## src/rtl/assoc_ram.sv

```systemverilog
// Sparse associative memory: up to ENTRIES address/data pairs with byte-enabled writes,
// fixed read latency (1 or 2) with a valid strobe, and hit/full/err/occupancy status.
module assoc_ram #(
  parameter int unsigned    AW        = 32,
  parameter int unsigned    DW        = 32,
  parameter int unsigned    ENTRIES   = 16,
  parameter int unsigned    RD_LAT    = 1,
  parameter logic [DW-1:0]  MISS_DATA = '0
) (
  input  logic                         clk,
  input  logic                         rst_n,
  input  logic                         cs,
  input  logic                         oe,
  input  logic                         we,
  input  logic                         clr,
  input  logic [DW/8-1:0]              be,
  input  logic [AW-1:0]                addr,
  input  logic [DW-1:0]                din,
  output logic [DW-1:0]                dout,
  output logic                         rvalid,
  output logic                         hit,
  output logic                         full,
  output logic [$clog2(ENTRIES):0]     count,
  output logic                         err
);

  localparam int unsigned IW = $clog2(ENTRIES);
  localparam int unsigned CW = IW + 1;
  localparam int unsigned BW = DW / 8;

  logic [ENTRIES-1:0] valid_q;
  logic [AW-1:0]      tag_q  [ENTRIES];
  logic [DW-1:0]      data_q [ENTRIES];
  logic [CW-1:0]      count_q;
  logic               err_q;

  logic               hit_any;
  logic [IW-1:0]      hit_idx;
  logic [IW-1:0]      free_idx;
  logic [DW-1:0]      wmask;
  logic [DW-1:0]      rd_data;
  logic               rd_req, do_clr, do_wr, wr_hit, wr_alloc, wr_drop;

  always_comb begin
    hit_any = 1'b0;
    hit_idx = '0;
    for (int i = 0; i < ENTRIES; i++) begin
      if (valid_q[i] && (tag_q[i] == addr)) begin
        hit_any = 1'b1;
        hit_idx = IW'(i);
      end
    end
  end

  // Descending scan so the lowest-indexed free slot wins.
  always_comb begin
    free_idx = '0;
    for (int i = ENTRIES - 1; i >= 0; i--) begin
      if (!valid_q[i]) free_idx = IW'(i);
    end
  end

  always_comb begin
    wmask = '0;
    for (int b = 0; b < BW; b++) wmask[8*b +: 8] = {8{be[b]}};
  end

  assign full     = (count_q == CW'(ENTRIES));
  assign rd_req   = cs & oe;
  assign do_clr   = cs & clr;
  assign do_wr    = cs & we & ~clr;
  assign wr_hit   = do_wr & hit_any;
  assign wr_alloc = do_wr & ~hit_any & ~full;
  assign wr_drop  = do_wr & ~hit_any & full;
  assign rd_data  = hit_any ? data_q[hit_idx] : MISS_DATA;

  always_ff @(posedge clk or negedge rst_n) begin
    if (!rst_n) begin
      valid_q <= '0;
      count_q <= '0;
      err_q   <= 1'b0;
    end else begin
      err_q <= wr_drop;
      if (do_clr) begin
        valid_q <= '0;
        count_q <= '0;
      end else if (wr_alloc) begin
        valid_q[free_idx] <= 1'b1;
        count_q           <= count_q + CW'(1);
      end
    end
  end

  // Tag and data arrays carry no reset; valid bits alone qualify them.
  always_ff @(posedge clk) begin
    if (wr_hit) begin
      data_q[hit_idx] <= (din & wmask) | (data_q[hit_idx] & ~wmask);
    end else if (wr_alloc) begin
      tag_q[free_idx]  <= addr;
      data_q[free_idx] <= din & wmask;
    end
  end

  logic          pipe_vld;
  logic          pipe_hit;
  logic [DW-1:0] pipe_data;

  if (RD_LAT == 2) begin : g_lat2
    logic          s1_vld_q;
    logic          s1_hit_q;
    logic [DW-1:0] s1_data_q;

    always_ff @(posedge clk or negedge rst_n) begin
      if (!rst_n) begin
        s1_vld_q  <= 1'b0;
        s1_hit_q  <= 1'b0;
        s1_data_q <= '0;
      end else begin
        s1_vld_q <= rd_req;
        if (rd_req) begin
          s1_hit_q  <= hit_any;
          s1_data_q <= rd_data;
        end
      end
    end

    assign pipe_vld  = s1_vld_q;
    assign pipe_hit  = s1_hit_q;
    assign pipe_data = s1_data_q;
  end else begin : g_lat1
    assign pipe_vld  = rd_req;
    assign pipe_hit  = hit_any;
    assign pipe_data = rd_data;
  end

  logic          rvalid_q;
  logic          hit_q;
  logic [DW-1:0] dout_q;

  always_ff @(posedge clk or negedge rst_n) begin
    if (!rst_n) begin
      rvalid_q <= 1'b0;
      hit_q    <= 1'b0;
      dout_q   <= '0;
    end else begin
      rvalid_q <= pipe_vld;
      if (pipe_vld) begin
        hit_q  <= pipe_hit;
        dout_q <= pipe_data;
      end
    end
  end

  assign rvalid = rvalid_q;
  assign hit    = hit_q;
  assign dout   = dout_q;
  assign count  = count_q;
  assign err    = err_q;

endmodule

```

## config.mk

```make
export PLATFORM = sky130hd
export DESIGN_NAME = assoc_ram
export DESIGN_NICKNAME = d
export VERILOG_FILES = /design/src/rtl/assoc_ram.sv
export SDC_FILE = /design/constraint.sdc
export NUM_CORES = 1
export LEC_CHECK = 0
export CELL_PAD_IN_SITES_DETAIL_PLACEMENT = 1
export CELL_PAD_IN_SITES_GLOBAL_PLACEMENT = 1
export CORE_MARGIN = 2
export CORE_UTILIZATION = 50
export CTS_CLUSTER_SIZE = 25
export DETAILED_ROUTE_END_ITERATION = 8
export GPL_ROUTABILITY_DRIVEN = 0
export GPL_TIMING_DRIVEN = 1
export HOLD_SLACK_MARGIN = 0.02
export PLACE_DENSITY = 0.82
export SYNTH_ARGS = -nofsm -noshare
export SYNTH_HDL_FRONTEND = slang
export SYNTH_SLANG_ARGS = --single-unit
```

## constraint.sdc

```tcl
create_clock -name clk -period 7.3 [get_ports clk]
set_input_delay 1.46 -clock clk [delete_from_list [all_inputs] [get_ports clk]]
set_output_delay 1.46 -clock clk [all_outputs]
set_load 0.005 [all_outputs]
```

==> results of run 1 <==
[cell families after synthesis]
group	synth area share
multiplexers	0.0224
buffers and inverters	0.0221
XOR/XNOR	0.0966
flip-flops	0.700
AO/OA/AOI/OAI	0.0520
adder cells (fa/ha/maj)	0.000544
AND/OR/NAND/NOR	0.107
[final cells by class]
class	count	area [um2]	share of cell area
Sequential cell	1080	32200	0.608
Clock buffer	142	3040	0.0574
Clock inverter	57	573	0.0108
Antenna cell	2	5.00	0.0000947
Tap cell	1186	1480	0.0281
Inverter	16	60.1	0.00114
Timing Repair Buffer	286	2510	0.0474
Multi-Input combinational cell	1891	13000	0.247
[layer usage]
metal	vias to the layer above	part of all wire
li1	12500	-
met1	16000	0.37
met2	2286	0.47
met3	632	0.11
met4	4	0.059
met5	-	0.00015
[placed cells by master (no fill, tap or decap), types with 17 or more instances in the layout]
cell type        Yosys  routed
nor3_1             126     125
nand3_1            103     102
buf_4               21     154
a31oi_1             65      65
a22oi_1             32      32
nand2b_1            45      45
buf_2               99      32
nor2_4               0      19
nand4b_1            17      17
edfxtp_1          1024    1024
mux2i_1             67      67
clkbuf_16            0     112
dfrtp_1             56      56
a311oi_1            32      32
a221o_1             32      32
xor2_1             341     341
clkinv_2             0      21
a21oi_1             36      35
nor4_1             154     150
mux2_2              32      32
xnor2_1            166     166
nand2_1            153     151
nand4_1             85      85
o211ai_1            33      33
clkbuf_1            36      18
buf_12               0      19
nor2_1             187     157
clkinv_1             0      17
o21ai_1             65      65
clkdlybuf4s50_1      0      81
[power breakdown]
part           internal, uW  total (uW)  switching (uW)
Clock                  3280        5770            2490
Combinational           185         661             475
Sequential             6820        6830            13.9
[stage by stage]
step                cells  area, um2  power (uW)  setup slack (ns)
finish               4660      52900       13300             0.780
global route         4658      52900       13500             0.658
CTS                  4658      52900       13300             0.854
detailed placement   4459      49300        7590             0.386
global placement     4459      49300        7540             0.514
floorplan            3163      46000        7260            0.0320
[critical path: cells and delay by family]
family | cells | cell delay [ns]
buffers and inverters | 3 | 1.43
XOR/XNOR | 1 | 0.16
AND/OR/NAND/NOR | 8 | 2.87
AO/OA/AOI/OAI | 2 | 0.87
[state kept, by name, indices dropped and copies added (netlist names)]
signal   flops
hit          1
rvalid       1
dout        32
valid_q     16
count        5
err          1
tag_q      512
data_q     512
[worst paths after layout]
path	endpoint	slack [ns]	cells past startpoint
min reg2reg	hit	0.49	2
min in group asynchronous	dout[2]	0.91	1
max	data_q[8][12]	0.78	14
min	hit	0.49	2
max reg2reg	data_q[8][12]	1.64	12
max in group asynchronous	valid_q[7]	5.66	1
==> results.cfg, run 1 <==
[logic_synthesis]
netlist_area_mm2 = 0.0460
synth-edff-count = 1024
ys_types = 67
synth_area_per_cell_um2 = 14.5
synth.most_common_cell = edfxtp_1
synth_cells = 3163
yosys.area.top_type_share = 0.669
yosys_register_bits = 1080
syn-num-nets = 3239
synthTopCellsByCount = edfxtp_1, xor2_1, nor2_1
synth_area_leader_cell = edfxtp_1
yosysSeqAreaShare = 0.700
synthFlopType = edfxtp_1
ys_warn_count = 0
async_flop_share = 0.0519
ys_top_cells_by_area = edfxtp_1, xor2_1, xnor2_1

[sta]
post-route-period-util = 0.893
fmax_mhz = 153
drv_slew = 0
setup_viol = 0
worstMarginPinSlew_ns = 1.37
rsz0062_at_grt = no
fin_skew_ns = 0.0384
tns_ns = 0
slew_headroom = 0.0621
hold_viol = 0
period_minus_slack_ns = 6.52
fin_hold_ws_ns = 0.493

[global_routing]
grt_remaining_overflow = 0
antenna_found_initial = 5
grt_pass1_vias = 33400
grt_pass1_wl_mm = 227
grtUsageTotal = 0.329
grt_use_met3 = 0.0692
top_usage_layer = met2
grt.met1_usage = 0.432
grt_max_degree = 94
use_met2 = 0.516

[floorplan]
placementRows = 111
io_pins = 115
core_area_mm2 = 0.0914
die_area_mm2 = 0.0944
die_h_um = 307
die_x_um = 307
initial_core_util = 0.503

[setup_path]
max_stage_delay_ns = 0.72
worstSetupPathType = in2reg
crit_start = addr[6]
crit_path_frequent_cell = buf_4
cp_data_required_time_ns = 7.62
cp_cell_sequence = buf_2 > buf_4 > xor2_1 > nor4_1 > nand4b_1 > nor3_1 > a41oi_1 > nand3_1 > nor4_2 > and3_1 > o31ai_1 > nand2_1 > nor2_4 > buf_4
worst_ep_arrival_time_ns = 6.84
slowest_stage = nor3_1
cp_max_fo = 32
worst_setup_path_start_kind = primary input
r2r_start = valid_q[7]
cp-end-kind = flip-flop

[hold_path]
hp-class = reg2reg
min_from = hit

[pwr]
power_density_mw_per_mm2 = 251
ir_worst_vdd_v = 0.000235
p_leak_uw = 0.0174

[placed_design]
dp_hpwl_mm = 93.5
io_buffers = 114

[clocking]
clock_latency_ns = 0.72
postCtsSetupBuffers = 0
cts-root-buf = clkbuf_16
clockBufferDepth = 3
cts_tree = yes
cts_resized = 0
path_clk_slew_ns = 0.07
cts.sink_count = 1080
htree_levels = 3
cts_buffers = 109
hold_buffers = 0

[routing]
wl_per_cell_um = 33.5
vias_per_cell = 6.75
wl_mm = 156
ant_nets = 0
route.detailed.drc = 0
drtIter0Drc = 4267
drt_pass1_iterations = 6
num_vias = 31500

[finish]
fin_util = 0.578
syn2layout_area_growth_pct = 15.0
nNetsFinal = 3460
drive_above_1_share = 0.131
n_fill_cell = 8559

[flow_run]
drv_cap = 0

[outcome]
status = completed
No activity file was read; power rests on OpenSTA's default activity.
==> run 2: changes to the inputs <==
Settings changed: SLEW_MARGIN set to 20.
==> run 2 against run 1 <==
Utilization about the same. Maximum frequency increased by 1.1%. Largest power group unchanged. Combinational power down 0.8%. Sequential power barely moved. Final area hardly changed. Cell count is 0.17% higher.
==> results.cfg, run 2 (synthesis results as in run 1) <==
[clocking]
cts_resized = 0
cts.sink_count = 1080
postCtsSetupBuffers = 0
cts_buffers = 110
cts_tree = yes
htree_levels = 3
path_clk_slew_ns = 0.06
clock_latency_ns = 0.72
hold_buffers = 0
clockBufferDepth = 3
cts-root-buf = clkbuf_16

[placed_design]
io_buffers = 114
dp_hpwl_mm = 93.5

[setup_path]
slowest_stage = nor3_1
r2r_end = data_q[8][5]
cp_cell_sequence = buf_2 > buf_4 > xor2_1 > nor4_1 > nand4b_1 > nor3_1 > a41oi_1 > nand3_1 > nor4_2 > and3_1 > o31ai_1 > nand2_1 > nor2_4 > buf_4
worst_setup_path_start_kind = primary input
worstSetupPathType = in2reg
cp_max_fo = 32
r2r_start = tag_q[6][31]
crit_path_frequent_cell = buf_4
cp-end-kind = flip-flop
cp_data_required_time_ns = 7.61
worst_ep_arrival_time_ns = 6.76
regToRegSetupSlack_ns = 2.01
max_stage_delay_ns = 0.70
r2r_cells = 12

[finish]
fin_util = 0.578
syn2layout_area_growth_pct = 14.9
nNetsFinal = 3461
drive_above_1_share = 0.128
final_common_cell = edfxtp_1
final_cell_mix = edfxtp_1, xor2_1, xnor2_1

[pwr]
p_sw_frac = 0.223
pwr-share-comb = 0.050
p_int_uw = 10200
power_density_mw_per_mm2 = 249
p_seq_frac = 0.520
p_leak_uw = 0.0174
ir_worst_vdd_v = 0.000228
power_frac_clock = 0.431
p_sw_uw = 2940

[global_routing]
grt_max_degree = 94
grt_pass1_wl_mm = 224
antenna_found_initial = 6
grt_pass1_vias = 33300
grtUsageTotal = 0.324
grt_remaining_overflow = 0

[floorplan]
die_h_um = 307
placementRows = 111
die_x_um = 307
initial_core_util = 0.503
die_area_mm2 = 0.0944
core_area_mm2 = 0.0914
io_pins = 115

[routing]
drtIter0Drc = 4075
wl_per_cell_um = 32.8
num_vias = 31000
drt_pass1_iterations = 6
ant_nets = 0
vias_per_cell = 6.65
route.detailed.drc = 0
wl_mm = 153

[sta]
tns_ns = 0
slew_headroom = 0.202
hold_viol = 0
fin_skew_ns = 0.0425
setup_viol = 0
fmax_mhz = 155
post-route-period-util = 0.883
period_minus_slack_ns = 6.45
rsz0062_at_grt = no
worstMarginPinSlew_ns = 1.19
drv_slew = 0

[hold_path]
whs_endpoint = dout[7]
hp-class = reg2reg
hold_depth = 2
min_from = dout[7]

[flow_run]
drv_cap = 0

[outcome]
status = completed
## run 2: changes by cell type in the layout (fill, tap and decap cells not counted), moves of 2 or more
cell / before / now
inv_16: 2 / 0
clkbuf_8: 12 / 7
o21ai_1: 65 / 61
clkinv_1: 17 / 31
clkbuf_1: 18 / 24
clkinv_2: 21 / 13
o21ai_2: 0 / 4
## run 2: layer usage
layer / up-vias / global-route usage / routed length (um)
li1: 12500 / - / -
met3: 567 / 0.0785 / 17200
met4: 4 / 0.167 / 8380
met5: - / 0 / 20
met1: 15700 / 0.420 / 56100
met2: 2189 / 0.512 / 71600
## run 2: cell type report
cell class / count / area, um2
inverters: 16 / 60.1
multi-input cells: 1891 / 13100
well taps: 1186 / 1480
fillers: 8531 / 38600
repair buffers: 286 / 2510
clock buffers: 144 / 3010
diodes: 3 / 7.51
clock inverters: 62 / 541
flip-flops and latches: 1080 / 32200
## run 2: how the worst max path moves through the flow
stage          slack [ns]              to     start  cells after the start
2_1_floorplan        0.03     tag_q[4][0]  addr[10]                     12
3_3_place_gp         0.51   data_q[3][26]  addr[31]                     16
3_5_place_dp         0.47  data_q[15][26]   addr[2]                     14
4_1_cts              1.17    data_q[8][5]  addr[19]                     14
5_1_grt              0.81    data_q[8][3]  addr[19]                     14
6_report             0.85    data_q[8][5]  addr[19]                     14
## run 2: metrics by stage
step | worst slack [ns] | std cells | total power, uW | hold slack (ns) | area (um2)
finish | 0.852 | 4668 | 13200 | 0.496 | 52800
floorplan | 0.0320 | 3163 | 7260 | 0.471 | 46000
detailed placement | 0.466 | 4459 | 7590 | 0.485 | 49300
global placement | 0.514 | 4459 | 7540 | 0.461 | 49300
CTS | 1.17 | 4665 | 13200 | 0.498 | 52800
global route | 0.812 | 4665 | 13400 | 0.535 | 52800
## run 2: power groups by stage
stage,clock (uW),combinational [uW],sequential [uW]
2_1_floorplan,0,302,6960
3_5_place_dp,0,624,6970
4_1_cts,5690,636,6830
6_report,5660,656,6830
3_3_place_gp,0,582,6960
5_1_grt,5890,682,6830
## run 2: worst max-delay path, delay by kind of cell
family / cells / cell delay [ns]
and+or+nand+nor: 8 / 2.83
buffers and inverters: 3 / 1.39
AOI/OAI and AO/OA: 2 / 0.82
xor gates and xnor gates: 1 / 0.22
==> RTL change, RTL diff (flow settings as in run 2) <==
Make the reset (`rst_n`) synchronous in 3 clocked blocks.
--- a/src/rtl/assoc_ram.sv
+++ b/src/rtl/assoc_ram.sv
@@ -74,7 +74,7 @@
   assign wr_drop  = do_wr & ~hit_any & full;
   assign rd_data  = hit_any ? data_q[hit_idx] : MISS_DATA;
 
-  always_ff @(posedge clk or negedge rst_n) begin
+  always_ff @(posedge clk) begin
     if (!rst_n) begin
       valid_q <= '0;
       count_q <= '0;
@@ -110,7 +110,7 @@
     logic          s1_hit_q;
     logic [DW-1:0] s1_data_q;
 
-    always_ff @(posedge clk or negedge rst_n) begin
+    always_ff @(posedge clk) begin
       if (!rst_n) begin
         s1_vld_q  <= 1'b0;
         s1_hit_q  <= 1'b0;
@@ -137,7 +137,7 @@
   logic          hit_q;
   logic [DW-1:0] dout_q;
 
-  always_ff @(posedge clk or negedge rst_n) begin
+  always_ff @(posedge clk) begin
     if (!rst_n) begin
       rvalid_q <= 1'b0;
       hit_q    <= 1'b0;
Function: not settled (the Yosys comparison gave no result); the edit may change what the design does.
==> RTL change against run 2 <==
Worst setup slack lost 0.028 ns. Area after synthesis grew 1.8%. Global-route usage shrank 0.81 points. Cell count grew 5.5%. Cell area grew 2.6%. Critical path depth grew 1. Wire length shrank 1.1%. Sequential cell count is the same. Clock skew shrank 0.012 ns. Power grew 1.8%. Clock power grew 5.3%. Largest cell class unchanged. Highest routed layer is now met4.
==> RTL change: results (changes against run 2) <==
| Metric | Value |
|---|---|
| Status | `finished clean` |
| Largest net degree at the start of global routing | `129 (+37%)` |
| Number of violations reported at the end of detailed-routing iteration 0 | `3,465 (-15%)` |
| Top cells by instance count after synthesis | `sky130_fd_sc_hd__edfxtp_1 (1,024), sky130_fd_sc_hd__xor2_1 (377), sky130_fd_sc_hd__nand2_1 (261), sky130_fd_sc_hd__nor2_1 (224), sky130_fd_sc_hd__nor4_1 (195)` |
| Via count of the routed design | `31,500 (+1.6%)` |
| Sequential share of the synthesized area | `68.1% (-1.8 points)` |
| Category of cells accounting for the largest share of critical-path delay | `simple AND/OR/NAND/NOR gates` |
| Share of synthesized registers carrying an async set or reset | `0% (-5.2 points)` |
| Clock Skews | `0.0308 ns (-0.0116 ns)` |
| Clock tree buffer depth | `3 (unchanged)` |
| Leakage power summed over all cells | `17.9 nW (+3.0%)` |
| Count of different cell masters after synthesis | `64 (-4.5%)` |
| Gr usage total | `31.6% (-0.81 points)` |
| Clock transition at the register clock pins on the worst setup and hold paths after CTS | `0.06 ns (about the same)` |
| Number of warnings reported in the yosys synthesis log | `0 (unchanged)` |
| Routed len/inst | `30.8 µm (-6.3%)` |
| Synthesized netlist cell count | `3,370 (+6.5%)` |
| Cell types occupying the most area after synthesis | `sky130_fd_sc_hd__edfxtp_1 (66%), sky130_fd_sc_hd__xor2_1 (7.1%), sky130_fd_sc_hd__nor4_1 (2.6%)` |
| Peak supply drop | `0.225 mV (-1.4%)` |
| Headroom to the max-slew limit | `24.2% (+4.0 points)` |
| Via count of the first global-routing pass | `33,900 (+1.8%)` |
| Placed cell area | `50,400 µm² (+2.4%)` |
| Buffers added on ports | `114 (unchanged)` |
| First-pass iteration count of the detailed router | `5 (-1)` |
| Arrival time worst endpoint | `6.82 ns (+0.06 ns)` |
| Ratio of cells with drive above 1 in the final layout | `14.2% (+1.4 points)` |
| Worst min-delay path class | `flip-flop to flip-flop` |
| Clock latency on the worst-skew pair | `0.72 ns (about the same)` |
| Number of nets in the final layout | `3,653 (+5.5%)` |
| Routed via count divided by cell count | `6.40 (-3.7%)` |
| Post-cts sizing count | `0 (unchanged)` |
| Number of fill cells in the layout | `8,908 (+4.4%)` |
| Level count of the clock H-tree | `3 (unchanged)` |
| Post-CTS Setup Repair Bufs | `0 (unchanged)` |
| Antenna fix cells | `0 (-3)` |
| Global-route wire length before repair | `222,000 µm (-0.76%)` |
| Antenna violations before repair | `1 (-5)` |
| Cts bufs inserted | `110 (unchanged)` |
| Layout area overhead | `15.9%` |
| Crit-path max FO | `57 (+78%)` |
| Critical path's largest stage delay | `0.89 ns (+0.19 ns)` |
| Clk Tree Root Cell | `sky130_fd_sc_hd__clkbuf_16` |
| Worst-path cell with the longest stage delay | `sky130_fd_sc_hd__o21ai_1` |
| HPWL after detailed placement | `91,500 µm (-2.2%)` |
| Synth Net Count | `3,446 (+6.4%)` |
| Number of flops mapped to enable cells by yosys | `1,024 (unchanged)` |
| Placed Instances | `4,719 (+5.8%)` |
| DP Worst Slack | `0.242 ns (-0.224 ns)` |
==> RTL change: area by class of cell <==
class	instances	area share, %
clock buffer	124	5.27
clock inverter	82	1.65
inverter	24	0.166
multi-input combinational	2074	26.2
sequential	1080	58.8
tap	1254	2.89
timing repair buffer	287	5.01
==> RTL change: where the power goes <==
part	leakage (nW)	switching [mW]	internal, mW
combinational	6.39	0.437	0.174
clock	1.84	2.54	3.42
sequential	9.69	0.00636	6.81
==> RTL change: worst paths after layout <==
kind                startpoint        endpoint  slack [ns]  depth (start not counted)
setup / recovery       addr[7]   data_q[0][30]        0.82                         15
hold / removal        dout[26]        dout[26]        0.45                          2
setup reg to reg  tag_q[9][26]  data_q[10][31]        1.79                         15
hold reg to reg       dout[26]        dout[26]        0.45                          2
==> RTL change: cells by family (layout without fill, tap and decap cells) <==
kind of cell,after synthesis,count (layout),synth area share [%]
AOI/OAI and AO/OA,281,281,3.93
xor gates and xnor gates,510,510,9.55
adders and majority gates,2,2,0.0535
buffers and inverters,216,517,2.23
DFF,1080,1080,68.1
muxes,161,161,3.62
and+or+nand+nor,1120,1120,12.5
==> RTL change: per-layer routing <==
| layer | track usage (%) | vias up | part of all wire, % |
|---|---|---|---|
| li1 | - | 13100 | - |
| met1 | 39.0 | 16100 | 37 |
| met2 | 54.1 | 1813 | 49 |
| met3 | 5.12 | 484 | 8.2 |
| met4 | 16.0 | 0 | 5.4 |
| met5 | 0 | - | 0 |
